### config.mk
export PLATFORM = sky130hd
export DESIGN_NAME = alarm_set_controller
export DESIGN_NICKNAME = d
export VERILOG_FILES = /design/src/rtl/clock_pkg.sv /design/src/rtl/button_repeat.sv /design/src/rtl/alarm_set_controller.sv
export SDC_FILE = /design/constraint.sdc
export NUM_CORES = 1
export LEC_CHECK = 0
export BUFFER_PORTS_ARGS = -buffer_cell sky130_fd_sc_hd__buf_2
export CAP_MARGIN = 20
export CORE_MARGIN = 1.5
export CORE_UTILIZATION = 60
export DETAILED_ROUTE_END_ITERATION = 6
export PLACE_DENSITY = 0.79
export SLEW_MARGIN = 10
export SYNTH_ARGS = -nofsm -noshare
export SYNTH_HDL_FRONTEND = slang
export SYNTH_SLANG_ARGS = --single-unit
### constraint.sdc
create_clock -name clk -period 8.3 [get_ports clk]
set_input_delay 1.245 -clock clk [delete_from_list [all_inputs] [get_ports clk]]
set_output_delay 1.245 -clock clk [all_outputs]
set_load 0.05 [all_outputs]
### src/rtl/clock_pkg.sv
// Shared widths, limits and edit-state encoding for the alarm clock blocks.
// Also holds the wrap-around step helpers used by the alarm editor.
package clock_pkg;

  localparam int unsigned MIN_W    = 6;
  localparam int unsigned HOUR_W   = 5;
  localparam int unsigned MAX_MIN  = 59;
  localparam int unsigned MAX_HOUR = 23;

  typedef enum logic [1:0] {
    StIdle   = 2'b00,
    StEditH  = 2'b01,
    StEditM  = 2'b10,
    StCommit = 2'b11
  } edit_state_e;

  function automatic logic [HOUR_W-1:0] hour_step(input logic [HOUR_W-1:0] h, input logic up);
    if (up) return (h == HOUR_W'(MAX_HOUR)) ? '0 : h + HOUR_W'(1);
    return (h == '0) ? HOUR_W'(MAX_HOUR) : h - HOUR_W'(1);
  endfunction

  function automatic logic [MIN_W-1:0] min_step(input logic [MIN_W-1:0] m, input logic up);
    if (up) return (m == MIN_W'(MAX_MIN)) ? '0 : m + MIN_W'(1);
    return (m == '0) ? MIN_W'(MAX_MIN) : m - MIN_W'(1);
  endfunction

endpackage

### src/rtl/button_repeat.sv
// Rising-edge step generator with hold-to-repeat for a debounced button level.
// A button held through reset stays silent until released and pressed again.
module button_repeat #(
  parameter int unsigned REPEAT_DELAY = 25_000_000,
  parameter int unsigned REPEAT_RATE  = 5_000_000
) (
  input  logic clk,
  input  logic rst,
  input  logic btn_i,
  output logic step_o
);

  logic        prev_q;
  logic        armed_q;
  logic        repeating_q;
  logic [31:0] cnt_q;
  logic        edge_det;
  logic        rep_hit;

  always_comb begin
    edge_det = btn_i & ~prev_q;
    rep_hit  = armed_q & btn_i &
               (cnt_q == (repeating_q ? 32'(REPEAT_RATE) : 32'(REPEAT_DELAY)));
    step_o   = edge_det | rep_hit;
  end

  // cnt_q holds the number of cycles since the last step while the button is held
  always_ff @(posedge clk or posedge rst) begin
    if (rst) begin
      prev_q      <= 1'b1;
      armed_q     <= 1'b0;
      repeating_q <= 1'b0;
      cnt_q       <= '0;
    end else begin
      prev_q <= btn_i;
      if (!btn_i) begin
        armed_q     <= 1'b0;
        repeating_q <= 1'b0;
        cnt_q       <= '0;
      end else if (edge_det) begin
        armed_q     <= 1'b1;
        repeating_q <= 1'b0;
        cnt_q       <= 32'd1;
      end else if (rep_hit) begin
        repeating_q <= 1'b1;
        cnt_q       <= 32'd1;
      end else if (armed_q) begin
        cnt_q <= cnt_q + 32'd1;
      end
    end
  end

endmodule

### src/rtl/alarm_set_controller.sv
// Alarm time editor: mode cycles hours -> minutes -> commit; inc/dec step the
// selected field with auto-repeat; idle seconds abandon the edit.
module alarm_set_controller
  import clock_pkg::*;
#(
  parameter int unsigned TIMEOUT_S    = 10,
  parameter int unsigned REPEAT_DELAY = 25_000_000,
  parameter int unsigned REPEAT_RATE  = 5_000_000
) (
  input  logic              clk,
  input  logic              rst,
  input  logic              tick_1hz,
  input  logic              btn_mode,
  input  logic              btn_inc,
  input  logic              btn_dec,
  input  logic [MIN_W-1:0]  alarm_minutes_in,
  input  logic [HOUR_W-1:0] alarm_hours_in,
  output logic [MIN_W-1:0]  new_alarm_minutes,
  output logic [HOUR_W-1:0] new_alarm_hours,
  output logic              set_alarm,
  output logic [1:0]        edit_field
);

  localparam int unsigned TW = (TIMEOUT_S > 1) ? $clog2(TIMEOUT_S) : 1;

  edit_state_e       state_q;
  logic [HOUR_W-1:0] hours_q;
  logic [MIN_W-1:0]  mins_q;
  logic              set_alarm_q;
  logic [TW-1:0]     tmo_q;
  logic              mode_prev_q;
  logic              mode_step;
  logic              inc_step;
  logic              dec_step;

  button_repeat #(
    .REPEAT_DELAY(REPEAT_DELAY),
    .REPEAT_RATE (REPEAT_RATE)
  ) u_inc (
    .clk   (clk),
    .rst   (rst),
    .btn_i (btn_inc),
    .step_o(inc_step)
  );

  button_repeat #(
    .REPEAT_DELAY(REPEAT_DELAY),
    .REPEAT_RATE (REPEAT_RATE)
  ) u_dec (
    .clk   (clk),
    .rst   (rst),
    .btn_i (btn_dec),
    .step_o(dec_step)
  );

  assign mode_step = btn_mode & ~mode_prev_q;

  always_ff @(posedge clk or posedge rst) begin
    if (rst) begin
      state_q     <= StIdle;
      hours_q     <= '0;
      mins_q      <= '0;
      set_alarm_q <= 1'b0;
      tmo_q       <= '0;
      mode_prev_q <= 1'b1;
    end else begin
      mode_prev_q <= btn_mode;
      set_alarm_q <= 1'b0;
      case (state_q)
        StIdle: begin
          if (mode_step) begin
            state_q <= StEditH;
            hours_q <= (alarm_hours_in > HOUR_W'(MAX_HOUR)) ? '0 : alarm_hours_in;
            mins_q  <= (alarm_minutes_in > MIN_W'(MAX_MIN)) ? '0 : alarm_minutes_in;
            tmo_q   <= '0;
          end
        end
        StEditH, StEditM: begin
          if (mode_step) begin
            tmo_q <= '0;
            if (state_q == StEditH) begin
              state_q <= StEditM;
            end else begin
              state_q     <= StCommit;
              set_alarm_q <= 1'b1;
            end
          end else if (inc_step || dec_step) begin
            // Simultaneous inc and dec cancel but still count as activity
            tmo_q <= '0;
            if (inc_step ^ dec_step) begin
              if (state_q == StEditH) hours_q <= hour_step(hours_q, inc_step);
              else                    mins_q  <= min_step(mins_q, inc_step);
            end
          end else if (tick_1hz) begin
            if (tmo_q == TW'(TIMEOUT_S - 1)) begin
              state_q <= StIdle;
              tmo_q   <= '0;
            end else begin
              tmo_q <= tmo_q + TW'(1);
            end
          end
        end
        StCommit: state_q <= StIdle;
        default:  state_q <= StIdle;
      endcase
    end
  end

  always_comb begin
    case (state_q)
      StEditH: edit_field = 2'b01;
      StEditM: edit_field = 2'b10;
      default: edit_field = 2'b00;
    endcase
  end

  assign new_alarm_hours   = hours_q;
  assign new_alarm_minutes = mins_q;
  assign set_alarm         = set_alarm_q;

endmodule

==> results.md, run 1 <==
- Clock Skew: 0.0135 ns
- Clk slew on worst S/H paths: 0.09 ns
- Critical path class: in -> reg
- Min cycle time layout: 3.61 ns
- Syn_nets: 632
- Number of cells produced by synthesis: 598
- Num rows: 34
- Root buffer cell: clkbuf_8
- N_diodes: 0
- Die width: 97.1 um
- Crit. Startpoint: btn_inc
- Final Hold Vio Count: 0
- 1st-iter DRT viols: 319
- Post-synthesis instance area: 5310 um2
- Setup bufs post-CTS: 0
- Pwr/cell area: 247 nW/um2
- Share of cells above drive strength 1: 10.6%
- Die area: 9420 um2
- Initial core utilization: 61.5%
- Fin cells: 733
- Ys async rst share: 100%
- Post-synth EDFFs: 0
- CP max stage cell: nand2b_1
- Final setup viols: 0
- Worst setup SP type: input port
- Required time of the critical path: 8.54 ns
- CTS Buf Count: 9
- Yosys warns: 0
- All-Layer GR Usage: 25.5%
- Largest cells by area after synthesis: dfrtp_1, xor2_1, nor2_1, nand3_1, ha_1
- First-pass DRT Iterations: 5
- Crit path capture type: flop
- Post-synthesis register bit count: 89
- Final GP Congestion: 0.866
- CP Max Fanout: 11
- CTS tree: built
- Cell-internal power: 0.816 mW
- Max clock buf depth: 2
- RSZ-0062 raised after global routing: false
- Yosys top cell area share: 40.5%
- Max frequency: 0.277 GHz
- Reg power frac: 38.1%
- Reg-to-Reg Start: u_dec.cnt_q[2]$_DFFE_PP0P_
- LEAKAGE: 2.42 nW
- Logic gate share of total power: 40.4%
- Num Clock Sinks: 89
- Worst reg2reg path endpoint: new_alarm_hours[3]$_DFFE_PP0P_
- Ys flop type: dfrtp_1
- Cell count along the critical path: 12
- Congestion Overflow GR: 0
- Initial antenna violation count: 0
- Buf/Inv on CP: 2
- Worst hold path type: reg -> reg
- Max incr delay on CP: 0.36 ns
- Layout area overhead: 8.51%
- Status: finished, final reports clean
- Core ar.: 8640 um2
- Max Slew Vio Count: 0
- Number of global-route vias before repair: 4241
- Critical path, cell by cell: buf_2 -> nor4bb_1 -> nand4_1 -> a2111oi_2 -> buf_4 -> nor2_2 -> ha_1 -> and2_1 -> o21ai_0 -> nand2b_1 -> nor4b_1 -> a221o_1
- Max-cap violations: 0
- Top-count cell post-synth: dfrtp_1
- Synth cell types: 59
- Final WL: 11.5 mm
- Largest net degree at the start of global routing: 90
- Total placed cells including tap cells: 716
- First-pass GRT wire length: 19.9 mm
- Clock share of power: 21.5%
- # hold bufs at CTS: 0
- Final critical-path share of the clock period: 43.5%
- Vias: 4532
- Post-DP HPWL: 8.25 mm
- # H-tree levels: 3
- Sequential element share of the synthesized area: 42.0%
- Final ANT Viol Nets: 0
- Rel. slew slack: 41.9%
- Worst R2R Path Depth: 10
- Max rail drop VDD: 0.000261 V
- Worst Tran Pin Value: 0.863 ns
- Setup TNS: 0 ns
- Final routed DRC violation total: 0
- NumNets Final: 654
- Synth cell count leaders: dfrtp_1, nor2_1, nand2_1, nand3_1, xor2_1
- Vias per cell: 6.18
- Height of the die: 97.1 um
- Routed WL per cell: 15.7 um
- I/O Buffers: 30
- Yosys top cell by area: dfrtp_1
- Worst R2R Setup Slack: 4.77 ns
- Cell family with most CP delay: simple AND/OR/NAND/NOR gates
- I/O pin count: 31
- Syn_area_per_cell: 8.88 um2
- WP data arrival: 3.85 ns
- Post-CTS sizing: 0
- Worst skew pair latency: 0.36 ns
- Switching share of power: 42.6%
- P_sw: 0.605 mW
- Crit path capture: new_alarm_hours[3]$_DFFE_PP0P_
==> area by class of cell <==
class,count,area (um2)
clock inverter,6,67.6
clock buffer,10,138
inverter,28,106
tap,108,135
multi-input combinational,458,2880
timing repair buffer,34,200
fill,692,2880
sequential,89,2230
==> state kept, by name, summed over array words and instances (netlist names) <==
register and count:
u_inc.armed_q 1, state_q 2, set_alarm 1, u_dec.armed_q 1, u_dec.cnt_q 32, new_alarm_minutes 6, mode_prev_q 1, u_inc.repeating_q 1
new_alarm_hours 5, u_dec.prev_q 1, u_dec.repeating_q 1, u_inc.cnt_q 32, u_inc.prev_q 1, tmo_q 4
==> cell families (layout without fill, tap and decap cells) <==
group	after synthesis	after routing	share of synthesized area [%]
AO/OA/AOI/OAI	86	86	10.9
multiplexers	9	9	1.77
XOR/XNOR	54	54	8.91
buffers and inverters	51	78	3.79
adder cells (fa/ha/maj)	17	17	4.01
AND/OR/NAND/NOR	292	292	28.6
flip-flops	89	89	42.0
==> per-layer routing <==
metal	share of wire [%]	track usage [%]
met1	45	35.6
met2	49	42.0
met3	5.1	4.24
met4	1.1	5.57
met5	0	0
==> metrics by stage <==
stage                     area [um2]  utilization, %  hold WS (ns)  power, mW  setup WS (ns)
after global placement          5530            64.0         0.486       1.09           4.49
after floorplan                 5310               -         0.468      0.982           4.52
after CTS                       5730            66.4         0.510       1.42           4.70
after global routing            5760            66.7         0.542       1.51           4.44
after detailed placement        5530            64.0         0.498       1.12           4.32
final                           5760            66.7         0.512       1.42           4.69
==> worst min-delay path by stage <==
stage	start	end	slack, ns	cells after the start
after CTS	u_inc.cnt_q[30]$_DFFE_PP0P_	u_inc.cnt_q[30]$_DFFE_PP0P_	0.51	1
after detailed placement	u_inc.cnt_q[30]$_DFFE_PP0P_	u_inc.cnt_q[30]$_DFFE_PP0P_	0.50	1
after global routing	u_inc.cnt_q[30]$_DFFE_PP0P_	u_inc.cnt_q[30]$_DFFE_PP0P_	0.54	1
final	u_inc.cnt_q[30]$_DFFE_PP0P_	u_inc.cnt_q[30]$_DFFE_PP0P_	0.51	1
after global placement	u_inc.cnt_q[30]$_DFFE_PP0P_	u_inc.cnt_q[30]$_DFFE_PP0P_	0.49	1
after floorplan	u_inc.cnt_q[30]$_DFFE_PP0P_	u_inc.cnt_q[30]$_DFFE_PP0P_	0.47	1
==> power by group through the flow <==
stage / combinational (mW) / clock, mW / sequential [mW]
global placement: 0.544 / 0 / 0.545
detailed placement: 0.569 / 0 / 0.548
global route: 0.628 / 0.328 / 0.551
CTS: 0.571 / 0.309 / 0.540
finish: 0.574 / 0.306 / 0.542
floorplan: 0.384 / 0 / 0.598
==> worst register-to-register path, stage by stage, from the launching register on <==
cell,delay (ns)
dfrtp_1,0.47
or4b_1,0.53
or4_1,0.53
a211oi_2,0.33
a21oi_1,0.13
ha_1,0.28
and2_1,0.16
o21ai_0,0.21
nand2b_1,0.36
nor4b_1,0.10
a221o_1,0.30
==> layout by cell type (no fill, tap or decap), drive strengths merged, types with 4 or more instances in the layout <==
cell type | netlist | final
ha | 17 | 17
clkinv | 0 | 4
nor4 | 9 | 9
nand3b | 4 | 4
nor2 | 71 | 71
and3 | 12 | 12
and4 | 6 | 6
o211ai | 5 | 5
nand4 | 21 | 21
dfrtp | 86 | 86
buf | 6 | 34
a21oi | 16 | 16
or3 | 6 | 6
nand3 | 47 | 47
xnor2 | 16 | 16
inv | 28 | 27
and2 | 11 | 11
clkbuf | 17 | 10
nor2b | 5 | 5
o21ai | 21 | 21
nand2 | 54 | 54
nor3 | 16 | 16
nor4b | 7 | 7
xor2 | 38 | 38
mux2i | 6 | 6
nand2b | 4 | 4
a31oi | 9 | 9
or4 | 7 | 7
Note: power is estimated with default switching activity, not from simulation.
==> run 2, diff against run 1 <==
--- a/config.mk
+++ b/config.mk
@@ -5,12 +5,13 @@
 export SDC_FILE = /design/constraint.sdc
 export NUM_CORES = 1
 export LEC_CHECK = 0
+export ABC_AREA = 1
 export BUFFER_PORTS_ARGS = -buffer_cell sky130_fd_sc_hd__buf_2
 export CAP_MARGIN = 20
 export CORE_MARGIN = 1.5
-export CORE_UTILIZATION = 60
+export CORE_UTILIZATION = 56
 export DETAILED_ROUTE_END_ITERATION = 6
-export PLACE_DENSITY = 0.79
+export PLACE_DENSITY = 0.77
 export SLEW_MARGIN = 10
 export SYNTH_ARGS = -nofsm -noshare
 export SYNTH_HDL_FRONTEND = slang
==> constraint.sdc (replaced) <==
create_clock -name clk -period 3 [get_ports clk]
set_input_delay 0.45 -clock clk [delete_from_list [all_inputs] [get_ports clk]]
set_output_delay 0.45 -clock clk [all_outputs]
set_load 0.05 [all_outputs]
==> run 2 against run 1 <==
  * Worst setup slack lost 4.2 ns
  * Flip-flop and latch count is the same
  * Sequential power grew to 2.8 times the previous value
  * First-iteration DRC count grew 12%
  * Critical path depth grew 2
  * Highest routed layer unchanged
==> results.md, run 2 <==
- Die area: 11600 um2
- Final WL: 14.1 mm
- Ys flop type: dfrtp_1
- Worst hold path type: in -> async
- Critical path class: reg -> reg
- Final ANT Viol Nets: 0
- Max incr delay on CP: 0.43 ns
- Cell family with most CP delay: simple AND/OR/NAND/NOR gates
- Yosys warns: 0
- Post-route design area: 6620 um2
- Final setup viols: 0
- WP data arrival: 2.81 ns
- DP Worst Slack: 0.470 ns
- Largest cells by area after synthesis: dfrtp_1, nand2_1, nor2_1, inv_1, nand3_1
- LEAKAGE: 2.94 nW
- Max-cap violations: 0
- CTS tree: built
- Max clock buf depth: 2
- Die width: 108 um
- N_diodes: 0
- RSZ-0062 raised after global routing: false
- Final Hold Vio Count: 0
- Status: finished, final reports clean
- Most frequent cells in the layout: nand2_1, nor2_1, inv_1
- Ys async rst share: 100%
- Final GP Congestion: 0.921
- I/O Buffers: 30
- Yosys top cell by area: dfrtp_1
- Largest net degree at the start of global routing: 54
- Worst skew pair latency: 0.38 ns
- Initial antenna violation count: 0
- Fin cells: 1071
- Routed WL per cell: 13.1 um
- Fin util: 61.6%
- Num rows: 38
- 1st-iter DRT viols: 356
- Yosys top cell area share: 35.1%
- Number of global-route vias before repair: 5141
- Rel. slew slack: 49.0%
- Syn_nets: 928
- First-pass DRT Iterations: 5
- Setup TNS: 0 ns
- Worst setup SP type: flop
- Max rail drop VDD: 0.000662 V
- Num Clock Sinks: 89
- CP Max Fanout: 7
- Core ar.: 10700 um2
- Fill cells: 1050
- Layout area overhead: 7.83%
- Required time of the critical path: 3.30 ns
- Share of cells above drive strength 1: 11.7%
- Root buffer cell: clkbuf_8
- First-pass GRT wire length: 24.1 mm
- Critical path, cell by cell: inv_1 -> ha_1 -> nand2_1 -> nor3_1 -> nand3_1 -> nor2_1 -> a21boi_1 -> ha_1 -> o21ai_0 -> nor3b_1 -> nand2_1 -> inv_1 -> nor2_1 -> a21oi_1
- CP max stage cell: dfrtp_1
- Crit path capture type: flop
- NumNets Final: 960
- All-Layer GR Usage: 26.1%
- Worst Tran Pin Value: 0.758 ns
- CTS Buf Count: 9
- Fin Hold WS: 0.141 ns
- # hold bufs at CTS: 0
- Clk slew on worst S/H paths: 0.09 ns
- Final critical-path share of the clock period: 83.6%
- Max frequency: 0.399 GHz
- Buf/Inv on CP: 2
- Post-synth EDFFs: 0
- Number of cells produced by synthesis: 894
- Synth cell count leaders: nand2_1, nor2_1, inv_1, dfrtp_1, nand3_1
- Final worst slack: 0.492 ns
- Vias: 5661
- Post-synthesis instance area: 6140 um2
- Post-DP HPWL: 10.6 mm
- Top-count cell post-synth: nand2_1
- Height of the die: 108 um
- Tot Pwr: 3.93 mW
- Syn_area_per_cell: 6.86 um2
- Pwr/cell area: 593 nW/um2
- Initial core utilization: 57.1%
- Post-DP Area: 6430 um2
- Commonest non-fill, non-tap cell in the layout: nand2_1
- Total placed cells including tap cells: 1054
- Synth cell types: 43
- Congestion Overflow GR: 0
- Sequential element share of the synthesized area: 36.4%
- Final routed DRC violation total: 0
- Vias per cell: 5.29
- Max Slew Vio Count: 0
- I/O pin count: 31
- # H-tree levels: 3
- Min cycle time layout: 2.51 ns
- Post-synthesis register bit count: 89
- Clock Skew: 0.0142 ns
run 2: where the power goes:
group	switching (mW)	total [mW]	internal, mW	leakage, nW
clock	0.436	0.786	0.350	0.0863
sequential	0.189	1.50	1.32	1.19
combinational	1.13	1.64	0.507	1.67
total	1.75	3.93	2.17	2.94
run 2: routing by layer:
| metal | part of all wire (%) | GRT usage (%) | up-vias |
|---|---|---|---|
| met5 | 0 | 0 | - |
| met1 | 49 | 37.3 | 2603 |
| li1 | - | - | 2925 |
| met2 | 46 | 41.1 | 120 |
| met4 | 1.2 | 8.36 | 0 |
| met3 | 3.8 | 3.57 | 13 |
run 2: layout make-up:
class	instances	area [um2]	area share, %
clock buffer	13	159	2.40
clock inverter	3	23.8	0.359
inverter	122	459	6.94
multi-input combinational	670	3380	51.0
sequential	89	2230	33.7
tap	140	175	2.65
timing repair buffer	34	193	2.91
run 2: worst paths after layout:
kind	start	end	slack, ns	cells after the start
max in group asynchronous	rst	u_inc.prev_q$_DFF_PP1_	2.10	3
setup / recovery	u_dec.cnt_q[0]$_DFFE_PP0P_	new_alarm_minutes[2]$_DFFE_PP0P_	0.49	14
min in group clk	btn_mode	mode_prev_q$_DFF_PP1_	0.18	1
hold / removal	rst	u_dec.cnt_q[27]$_DFFE_PP0P_	0.14	2
hold reg to reg	u_dec.cnt_q[4]$_DFFE_PP0P_	u_dec.cnt_q[4]$_DFFE_PP0P_	0.55	2
setup reg to reg	u_dec.cnt_q[0]$_DFFE_PP0P_	new_alarm_minutes[2]$_DFFE_PP0P_	0.49	14
run 2: timing repair:
item,4_1_cts,5_1_grt
setup buffers,0,1
resized for setup,0,1
endpoints found under the setup margin,0,1
run 2: logic make-up (layout without fill, tap and decap cells):
| kind of cell | count (synthesis) | in the layout | synth area share, % |
|---|---|---|---|
| adders and majority gates | 17 | 17 | 3.47 |
| buffers and inverters | 135 | 172 | 8.63 |
| DFF | 89 | 89 | 36.4 |
| and+or+nand+nor | 545 | 545 | 40.7 |
| AOI/OAI and AO/OA | 84 | 84 | 7.40 |
| xor gates and xnor gates | 24 | 24 | 3.43 |
